--- src/rtl/pll_cfg_pkg.sv ---
// Shared definitions for the PLL reprogramming sequencer: FSM states, the
// PLL register map and the divider word layout.
package pll_cfg_pkg;

    typedef enum logic [3:0] {
        ST_IDLE,
        ST_BYPASS,
        ST_DISABLE,
        ST_WR_DIV,
        ST_ENABLE,
        ST_POLL_RD,
        ST_POLL_GAP,
        ST_SWITCH,
        ST_ERR_OFF
    } pll_state_e;

    localparam logic [7:0] OFF_CTRL    = 8'h0;
    localparam logic [7:0] OFF_DIV     = 8'h4;
    localparam logic [7:0] OFF_STATUS  = 8'h8;
    localparam logic [7:0] OFF_CLK_SEL = 8'hC;

    localparam int LOCK_BIT    = 0;
    localparam int EN_BIT      = 0;
    localparam int CLK_SEL_BIT = 0;

    localparam int DIV_M_LSB  = 0;
    localparam int DIV_M_W    = 8;
    localparam int DIV_N_LSB  = 8;
    localparam int DIV_N_W    = 8;
    localparam int DIV_OD_LSB = 16;
    localparam int DIV_OD_W   = 2;

    function automatic logic [31:0] pll_div_pack(input logic [DIV_OD_W-1:0] od,
                                                 input logic [DIV_N_W-1:0]  n,
                                                 input logic [DIV_M_W-1:0]  m);
        logic [31:0] w;
        w = '0;
        w[DIV_M_LSB  +: DIV_M_W]  = m;
        w[DIV_N_LSB  +: DIV_N_W]  = n;
        w[DIV_OD_LSB +: DIV_OD_W] = od;
        return w;
    endfunction

endpackage

--- src/rtl/pll_reg_xfer.sv ---
// Single-outstanding-transaction master for the PLL valid/ready/rd_valid port.
// Holds the request until accepted and signals completion to the sequencer.
module pll_reg_xfer #(
    parameter int AW = 32,
    parameter int DW = 32
) (
    input  logic          clk_i,
    input  logic          rst_ni,
    input  logic          issue_i,
    input  logic          wr_i,
    input  logic [AW-1:0] addr_i,
    input  logic [DW-1:0] wdata_i,
    output logic          valid_o,
    output logic          rd0_wr1_o,
    output logic [AW-1:0] addr_o,
    output logic [DW-1:0] wr_data_o,
    input  logic          ready_i,
    input  logic          rd_valid_i,
    input  logic [DW-1:0] rd_data_i,
    output logic          done_o,
    output logic [DW-1:0] rd_data_o
);

    logic          valid_q, wr_q, rd_pend_q, rd_done_q;
    logic [AW-1:0] addr_q;
    logic [DW-1:0] wdata_q, rdata_q;
    logic          hs;

    assign hs = valid_q & ready_i;

    always_ff @(posedge clk_i or negedge rst_ni) begin
        if (!rst_ni) begin
            valid_q   <= 1'b0;
            wr_q      <= 1'b0;
            addr_q    <= '0;
            wdata_q   <= '0;
            rd_pend_q <= 1'b0;
            rd_done_q <= 1'b0;
            rdata_q   <= '0;
        end else begin
            // rd_valid only counts once the read has been accepted
            rd_done_q <= rd_pend_q & rd_valid_i;
            if (rd_pend_q && rd_valid_i) begin
                rd_pend_q <= 1'b0;
                rdata_q   <= rd_data_i;
            end
            if (hs && !wr_q) rd_pend_q <= 1'b1;
            // a new issue may land on the handshake cycle of the previous write
            if (issue_i) begin
                valid_q <= 1'b1;
                wr_q    <= wr_i;
                addr_q  <= addr_i;
                wdata_q <= wdata_i;
            end else if (hs) begin
                valid_q <= 1'b0;
            end
        end
    end

    assign valid_o   = valid_q;
    assign rd0_wr1_o = wr_q;
    assign addr_o    = addr_q;
    assign wr_data_o = wdata_q;
    assign done_o    = (hs & wr_q) | rd_done_q;
    assign rd_data_o = rdata_q;

endmodule

--- src/rtl/pll_cfg_sequencer.sv ---
// PLL reprogramming sequencer: bypass, disable, load dividers, enable, poll
// for lock, then switch the SoC back to the PLL clock (or give up on timeout).
module pll_cfg_sequencer
    import pll_cfg_pkg::*;
#(
    parameter int                    ADDR_WIDTH = 32,
    parameter int                    DATA_WIDTH = 32,
    parameter logic [ADDR_WIDTH-1:0] BASE_ADDR  = '0,
    parameter int                    MAX_POLLS  = 1024,
    parameter int                    POLL_GAP   = 16
) (
    input  logic                             i_clk_ahb,
    input  logic                             i_rstn_ahb,
    input  logic                             i_start,
    input  logic [DATA_WIDTH-1:0]            i_div_cfg,
    output logic                             o_valid,
    output logic                             o_rd0_wr1,
    output logic [ADDR_WIDTH-1:0]            o_addr,
    output logic [DATA_WIDTH-1:0]            o_wr_data,
    input  logic                             i_ready,
    input  logic                             i_rd_valid,
    input  logic [DATA_WIDTH-1:0]            i_rd_data,
    output logic                             o_busy,
    output logic                             o_done,
    output logic                             o_error,
    output logic [$clog2(MAX_POLLS+1)-1:0]   o_poll_cnt
);

    localparam int PCW = $clog2(MAX_POLLS + 1);
    localparam int GCW = $clog2(POLL_GAP + 1);

    pll_state_e            state_q, state_d;
    logic [DATA_WIDTH-1:0] cfg_q;
    logic                  busy_q, done_q, error_q;
    logic [PCW-1:0]        poll_cnt_q;
    logic [GCW-1:0]        gap_cnt_q;

    logic                  x_done;
    logic [DATA_WIDTH-1:0] x_rdata;
    logic                  issue, req_wr;
    logic [7:0]            req_off;
    logic [DATA_WIDTH-1:0] req_data;
    logic                  rd_hs;
    logic                  unused_rdata;

    assign rd_hs        = o_valid & i_ready & ~o_rd0_wr1;
    assign unused_rdata = ^x_rdata;

    always_comb begin
        state_d  = state_q;
        issue    = 1'b0;
        req_wr   = 1'b1;
        req_off  = OFF_CTRL;
        req_data = '0;
        case (state_q)
            ST_IDLE:     if (i_start) state_d = ST_BYPASS;
            ST_BYPASS:   if (x_done) state_d = ST_DISABLE;
            ST_DISABLE:  if (x_done) state_d = ST_WR_DIV;
            ST_WR_DIV:   if (x_done) state_d = ST_ENABLE;
            ST_ENABLE:   if (x_done) state_d = ST_POLL_RD;
            ST_POLL_RD: begin
                // lock wins even on the last allowed read
                if (x_done) begin
                    if (x_rdata[LOCK_BIT])                    state_d = ST_SWITCH;
                    else if (poll_cnt_q == PCW'(MAX_POLLS))   state_d = ST_ERR_OFF;
                    else                                      state_d = ST_POLL_GAP;
                end
            end
            ST_POLL_GAP: if (gap_cnt_q == GCW'(POLL_GAP - 1)) state_d = ST_POLL_RD;
            ST_SWITCH:   if (x_done) state_d = ST_IDLE;
            ST_ERR_OFF:  if (x_done) state_d = ST_IDLE;
            default:     state_d = ST_IDLE;
        endcase

        // the request for the next state is launched on the transition edge
        issue = (state_d != state_q) && !(state_d inside {ST_IDLE, ST_POLL_GAP});
        case (state_d)
            ST_BYPASS: begin
                req_off               = OFF_CLK_SEL;
                req_data[CLK_SEL_BIT] = 1'b1;
            end
            ST_WR_DIV: begin
                req_off  = OFF_DIV;
                req_data = cfg_q;
            end
            ST_ENABLE:  req_data[EN_BIT] = 1'b1;
            ST_POLL_RD: begin
                req_wr  = 1'b0;
                req_off = OFF_STATUS;
            end
            ST_SWITCH:  req_off = OFF_CLK_SEL;
            default: ;
        endcase
    end

    always_ff @(posedge i_clk_ahb or negedge i_rstn_ahb) begin
        if (!i_rstn_ahb) begin
            state_q    <= ST_IDLE;
            cfg_q      <= '0;
            busy_q     <= 1'b0;
            done_q     <= 1'b0;
            error_q    <= 1'b0;
            poll_cnt_q <= '0;
            gap_cnt_q  <= '0;
        end else begin
            state_q <= state_d;
            done_q  <= 1'b0;
            if (state_q == ST_IDLE && i_start) begin
                cfg_q      <= i_div_cfg;
                busy_q     <= 1'b1;
                error_q    <= 1'b0;
                poll_cnt_q <= '0;
            end
            if (rd_hs && poll_cnt_q != PCW'(MAX_POLLS)) poll_cnt_q <= poll_cnt_q + 1'b1;
            if (state_q == ST_POLL_GAP) gap_cnt_q <= gap_cnt_q + 1'b1;
            else                        gap_cnt_q <= '0;
            if (x_done && state_q == ST_SWITCH) begin
                done_q <= 1'b1;
                busy_q <= 1'b0;
            end
            if (x_done && state_q == ST_ERR_OFF) begin
                error_q <= 1'b1;
                busy_q  <= 1'b0;
            end
        end
    end

    pll_reg_xfer #(
        .AW (ADDR_WIDTH),
        .DW (DATA_WIDTH)
    ) u_xfer (
        .clk_i      (i_clk_ahb),
        .rst_ni     (i_rstn_ahb),
        .issue_i    (issue),
        .wr_i       (req_wr),
        .addr_i     (BASE_ADDR + ADDR_WIDTH'(req_off)),
        .wdata_i    (req_data),
        .valid_o    (o_valid),
        .rd0_wr1_o  (o_rd0_wr1),
        .addr_o     (o_addr),
        .wr_data_o  (o_wr_data),
        .ready_i    (i_ready),
        .rd_valid_i (i_rd_valid),
        .rd_data_i  (i_rd_data),
        .done_o     (x_done),
        .rd_data_o  (x_rdata)
    );

    assign o_busy     = busy_q;
    assign o_done     = done_q;
    assign o_error    = error_q;
    assign o_poll_cnt = poll_cnt_q;

endmodule

--- config.mk ---
export PLATFORM = sky130hd
export DESIGN_NAME = pll_cfg_sequencer
export DESIGN_NICKNAME = d
export VERILOG_FILES = /design/src/rtl/pll_cfg_pkg.sv /design/src/rtl/pll_reg_xfer.sv /design/src/rtl/pll_cfg_sequencer.sv
export SDC_FILE = /design/constraint.sdc
export NUM_CORES = 1
export LEC_CHECK = 0
export ABC_AREA = 1
export BUFFER_PORTS_ARGS = -buffer_cell sky130_fd_sc_hd__buf_4
export CAP_MARGIN = 20
export CORE_AREA = 3 3 120 151
export DETAILED_ROUTE_END_ITERATION = 16
export DIE_AREA = 0 0 123 154
export PLACE_DENSITY = 0.7
export SLEW_MARGIN = 0
export SYNTH_ARGS = -nofsm -noshare
export SYNTH_HDL_FRONTEND = slang
export SYNTH_HIERARCHICAL = 1
export SYNTH_SLANG_ARGS = --single-unit
--- constraint.sdc ---
create_clock -name i_clk_ahb -period 4.5 [get_ports i_clk_ahb]
set_clock_uncertainty 0.05 [all_clocks]
set_input_delay 0.225 -clock i_clk_ahb [delete_from_list [all_inputs] [get_ports i_clk_ahb]]
set_output_delay 0.225 -clock i_clk_ahb [all_outputs]
set_load 0.05 [all_outputs]
==> impl_metrics.json, run 1 <==
{
  "grt_pass1_wl_mm": 22.0,
  "coreArea_um2": 16800,
  "syn_to_final_growth_pct": 38.2,
  "wl_met2_mm": 6.60,
  "clkLatencyLatePin_ps": 410,
  "holdBufCountCts": 35,
  "ant_nets": 0,
  "path_buf_inv": 3,
  "required_ps": 4800,
  "status": "finished clean",
  "clock-root-buffer": "clkbuf_16",
  "tns_ps": 0,
  "period_share": 0.660,
  "fmax_ghz": 0.337,
  "grt_max_degree": 67,
  "hold_viol": 0,
  "seqCellArea_um2": 3100,
  "endpoint_kind": "flop",
  "die_w_um": 123,
  "antenna_cells": 0,
  "vias_per_cell": 4.26,
  "grt_use_total": 0.148,
  "worstSetupPathType": "flop to flop",
  "clockBufferDepth": 2,
  "hold_class": "input pin to flop",
  "synth_area_per_cell_um2": 8.28,
  "drv_cap": 0,
  "crit_path_start_kind": "flop",
  "finalCriticalPeriod_ps": 2970,
  "fp.dieH_um": 154,
  "cp_slowest_stage_delay_ps": 520,
  "row_count": 53,
  "hpwl_mm": 8.50,
  "drive_gt1_frac": 0.226,
  "antenna_found_initial": 0,
  "arrival_ps": 3260,
  "die_area_um2": 18900,
  "io_buffers": 117,
  "drt_iter0_drc": 311,
  "firstDrtPassIters": 4,
  "htree_levels": 4,
  "io_pins": 149,
  "nets": 915,
  "gr-total-overflow": 0,
  "initial_utilization": 0.328,
  "slew_headroom": 0.506,
  "ctsResizeCount": 0,
  "maxSlewViolCount": 0,
  "vias": 4578,
  "rsz0062_at_grt": "no",
  "route.detailed.drc": 0,
  "path_cells": "inv_1, ha_1, nand2_1, nor3_1, nand3_1, nand2_2, nand4_2, nor2_1, nand2_1, nand2_1, nor2_4, inv_2, buf_4, nand2_1, nand2_1",
  "wl_per_cell_um": 12.4,
  "final-setup-viol-count": 0,
  "postCtsSetupBuffers": 0,
  "clock_sinks": 124,
  "cts_made_buffers": 17,
  "cp_max_fo": 49,
  "wl_met3_um": 666,
  "slowest_stage": "buf_4",
  "tightest_slew_ps": 742,
  "synth_area_um2": 5510,
  "critPathMostFrequentCell": "nand2_1",
  "cts.clk_slew.worst_paths_ps": 60,
  "fillers": 1634,
  "wl_met1_mm": 5.78,
  "cp_top_family": "simple AND/OR/NAND/NOR gates",
  "top_layer": "met4",
  "grt_pass1_vias": 4519,
  "syn_inst": 665,
  "multi_input_area_um2": 2070,
  "globalplace.congestion": 0.872,
  "wirelength_mm": 13.3,
  "synth_warnings": 6,
  "cts_tree": "yes"
}
## cells in the final DEF, fill, tap and decap left out, types with 4 or more instances in the layout
master	instances
a21oi_1	10
buf_4	122
clkbuf_16	17
conb_1	30
dfrtp_1	124
dlygate4sd3_1	35
ha_1	4
inv_1	62
inv_2	9
nand2_1	271
nand2_2	11
nand3_1	14
nor2_1	52
nor2_2	8
o21ai_0	43
## stage by stage
| step | worst slack (ps) | area (um^2) | utilization | cells | hold slack [ps] |
|---|---|---|---|---|---|
| 2_1_floorplan | 2080 | 5610 | - | 694 | -121 |
| 3_3_place_gp | 1560 | 6630 | 0.395 | 1007 | 245 |
| 3_5_place_dp | 1520 | 6630 | 0.395 | 1007 | 244 |
| 6_report | 1530 | 7610 | 0.454 | 1075 | 22.9 |
| 5_1_grt | 1180 | 7610 | 0.454 | 1075 | 25.5 |
| 4_1_cts | 1480 | 7590 | 0.452 | 1074 | 7.72 |
## worst paths after layout
| check | slack, ps | endpoint | cells after the start | from |
|---|---|---|---|---|
| max in group asynchronous | 3060 | cfg_q[5] | 3 | i_rstn_ahb |
| min in group asynchronous | 340 | u_xfer/addr_o[24] | 2 | i_rstn_ahb |
| setup / recovery | 1530 | u_xfer/addr_o[12] | 15 | o_poll_cnt[0] |
| hold / removal | 20 | cfg_q[22] | 3 | i_div_cfg[22] |
| setup reg to reg | 1530 | u_xfer/addr_o[12] | 15 | o_poll_cnt[0] |
| hold reg to reg | 410 | gap_cnt_q[0] | 1 | gap_cnt_q[0] |
## flip-flops by register name, indices dropped and copies added, names as in the netlist
name,flops
u_xfer/rd_pend_q,1
u_xfer/rd_done_q,1
gap_cnt_q,5
u_xfer/addr_o,32
o_error,1
state_q,4
o_busy,1
u_xfer/rd0_wr1_o,1
cfg_q,32
u_xfer/rd_data_o,1
o_done,1
u_xfer/valid_o,1
o_poll_cnt,11
u_xfer/wr_data_o,32
## worst reg2reg max path, stage by stage (launching register included)
cell	delay, ps
dfrtp_1	430
inv_1	80
ha_1	170
nand2_1	60
nor3_1	230
nand3_1	170
nand2_2	120
nand4_2	190
nor2_1	140
nand2_1	70
nand2_1	100
nor2_4	40
inv_2	280
buf_4	530
nand2_1	160
nand2_1	80
## cell type report
cell class | instances | area share
timing repair buffer | 158 | 0.169
sequential | 124 | 0.408
clock inverter | 10 | 0.0184
tap | 220 | 0.0362
inverter | 71 | 0.0350
multi-input combinational | 470 | 0.272
clock buffer | 22 | 0.0610
## metal layers
metal	vias up	GRT usage
li1	2340	-
met3	21	0.0394
met2	113	0.244
met5	-	0
met1	2104	0.184
met4	0	0.0554
Power of run 1 is left out: the tool's default activity adds up to more than one toggle a clock period on the data nets, which glitch-free logic cannot reach.
==> inputs of run 2 (changes only) <==
--- a/config.mk
+++ b/config.mk
@@ -11,7 +11,7 @@
 export CORE_AREA = 3 3 120 151
 export DETAILED_ROUTE_END_ITERATION = 16
 export DIE_AREA = 0 0 123 154
-export PLACE_DENSITY = 0.7
+export PLACE_DENSITY = 0.73
 export SLEW_MARGIN = 0
 export SYNTH_ARGS = -nofsm -noshare
 export SYNTH_HDL_FRONTEND = slang
==> constraint.sdc (replaced) <==
create_clock -name i_clk_ahb -period 2.5 [get_ports i_clk_ahb]
set_clock_uncertainty 0.05 [all_clocks]
set_input_delay 0.125 -clock i_clk_ahb [delete_from_list [all_inputs] [get_ports i_clk_ahb]]
set_output_delay 0.125 -clock i_clk_ahb [all_outputs]
set_load 0.05 [all_outputs]
==> run 2 against run 1 <==
- final cell count grew 0.65%
- critical path depth shrank 1
- first-iteration DRC count shrank 19%
- critical endpoint is now u_xfer/wr_data_o[7]
- core utilization grew 0.28 points
- sequential share of layout area shrank 0.25 points
- flip-flop and latch count is the same
- worst setup slack lost 1300 ps
- global-route usage shrank 0.13 points
- non-clock buffer count grew 8
- register-to-register slack lost 1300 ps
- final area grew 0.61%
- largest cell class unchanged
- routed wire length grew 0.27%
==> impl_metrics.json, run 2 (synthesis gave the netlist of run 1 again) <==
{
  "nets": 923,
  "die_w_um": 123,
  "tns_ps": 0,
  "gr-total-overflow": 0,
  "multi_input_area_um2": 2080,
  "grt_pass1_vias": 4547,
  "status": "finished clean",
  "firstDrtPassIters": 5,
  "final-setup-viol-count": 0,
  "cts_made_buffers": 17,
  "vias": 4597,
  "rsz0062_at_grt": "no",
  "hold_class": "input pin to flop",
  "fmax_ghz": 0.446,
  "cp_max_fo": 10,
  "maxSlewViolCount": 0,
  "clkLatencyLatePin_ps": 410,
  "drt_iter0_drc": 253,
  "route.detailed.drc": 0,
  "arrival_ps": 2490,
  "row_count": 53,
  "syn_to_final_growth_pct": 39.0,
  "initial_utilization": 0.328,
  "drive_gt1_frac": 0.233,
  "endpoint_kind": "flop",
  "ant_nets": 0,
  "final_common_cell": "nand2_1",
  "fillers": 1648,
  "final_cell_mix": "271 x nand2_1, 126 x buf_4, 124 x dfrtp_1, 62 x inv_1, 52 x nor2_1",
  "finalCriticalPeriod_ps": 2240,
  "hold_viol": 0,
  "tightest_slew_ps": 740,
  "antenna_found_initial": 0,
  "io_buffers": 117,
  "coreArea_um2": 16800,
  "clock-root-buffer": "clkbuf_16",
  "fp.dieH_um": 154,
  "slew_headroom": 0.506,
  "clockBufferDepth": 2,
  "clock_sinks": 124,
  "htree_levels": 4,
  "hpwl_mm": 8.79,
  "wl_per_cell_um": 12.4,
  "period_share": 0.896,
  "die_area_um2": 18900,
  "globalplace.congestion": 0.853,
  "antenna_cells": 0,
  "grt_use_total": 0.146,
  "wirelength_mm": 13.4,
  "seqCellArea_um2": 3100,
  "crit_path_start_kind": "flop",
  "required_ps": 2750,
  "grt_pass1_wl_mm": 21.9,
  "worstSetupPathType": "flop to flop",
  "io_pins": 149,
  "grt_max_degree": 125,
  "cts.clk_slew.worst_paths_ps": 60,
  "drv_cap": 0,
  "cts_tree": "yes",
  "postCtsSetupBuffers": 0,
  "vias_per_cell": 4.25
}
[run 2: cell types whose count changed in the layout (fill, tap and decap cells not counted), sizes merged]
cell,before,now
buf,123,130
bufinv,3,1
clkbuf,22,20
clkinvlp,3,5
dlygate4sd3,35,36
inv,71,72
[run 2: layout make-up]
cell class | instances | area share
clock inverters | 11 | 0.0126
inverters | 71 | 0.0351
flip-flops and latches | 124 | 0.405
multi-input cells | 470 | 0.271
well taps | 220 | 0.0360
clock buffers | 20 | 0.0584
repair buffers | 166 | 0.181
[run 2: critical path, cell delays in order, from the launching register on]
cell and delay, ps:
dfrtp_1 410, inv_1 90, ha_1 150, nand2_1 60
nor3_2 130, nand3_1 170, nand2_2 120, nand4_2 160
nand3b_1 140, nand2_1 90, nor2_4 160, inv_4 90
buf_4 180, nand2_1 60, nand2_1 60
[run 2: final timing paths]
kind | start | end | slack [ps] | depth (start not counted)
hold / removal | i_start | o_busy | 60 | 3
max in group asynchronous | i_rstn_ahb | u_xfer/wr_data_o[2] | 1540 | 3
hold reg to reg | u_xfer/addr_o[3] | u_xfer/addr_o[3] | 420 | 2
setup reg to reg | o_poll_cnt[1] | u_xfer/wr_data_o[7] | 260 | 14
setup / recovery | o_poll_cnt[1] | u_xfer/wr_data_o[7] | 260 | 14
min in group asynchronous | i_rstn_ahb | u_xfer/addr_o[13] | 250 | 3
[run 2: timing repair]
action                     in CTS  in global routing
setup endpoints to repair       0                 63
gates resized for setup         0                  2
hold buffers                   36                  0
hold endpoints to repair      160                  0
[run 2: routing by layer]
metal	up-vias	part of all wire	routed length, um	GRT usage
met3	12	0.045	601	0.0394
li1	2358	-	-	-
met5	-	0	0	0
met4	0	0.011	142	0.0475
met2	87	0.50	6740	0.249
met1	2140	0.44	5890	0.179
[run 2: metrics by stage]
stage,util,setup WS [ps],cells,hold WS (ps),cell area (um^2)
after CTS,0.456,127,1082,43.9,7650
after detailed placement,0.402,152,1015,255,6740
final,0.456,259,1082,59.6,7650
after global placement,0.402,197,1015,244,6740
after floorplan,-,75.0,694,-221,5610
after global routing,0.456,16.3,1082,67.2,7650
Power of run 2 is left out for the same reason.
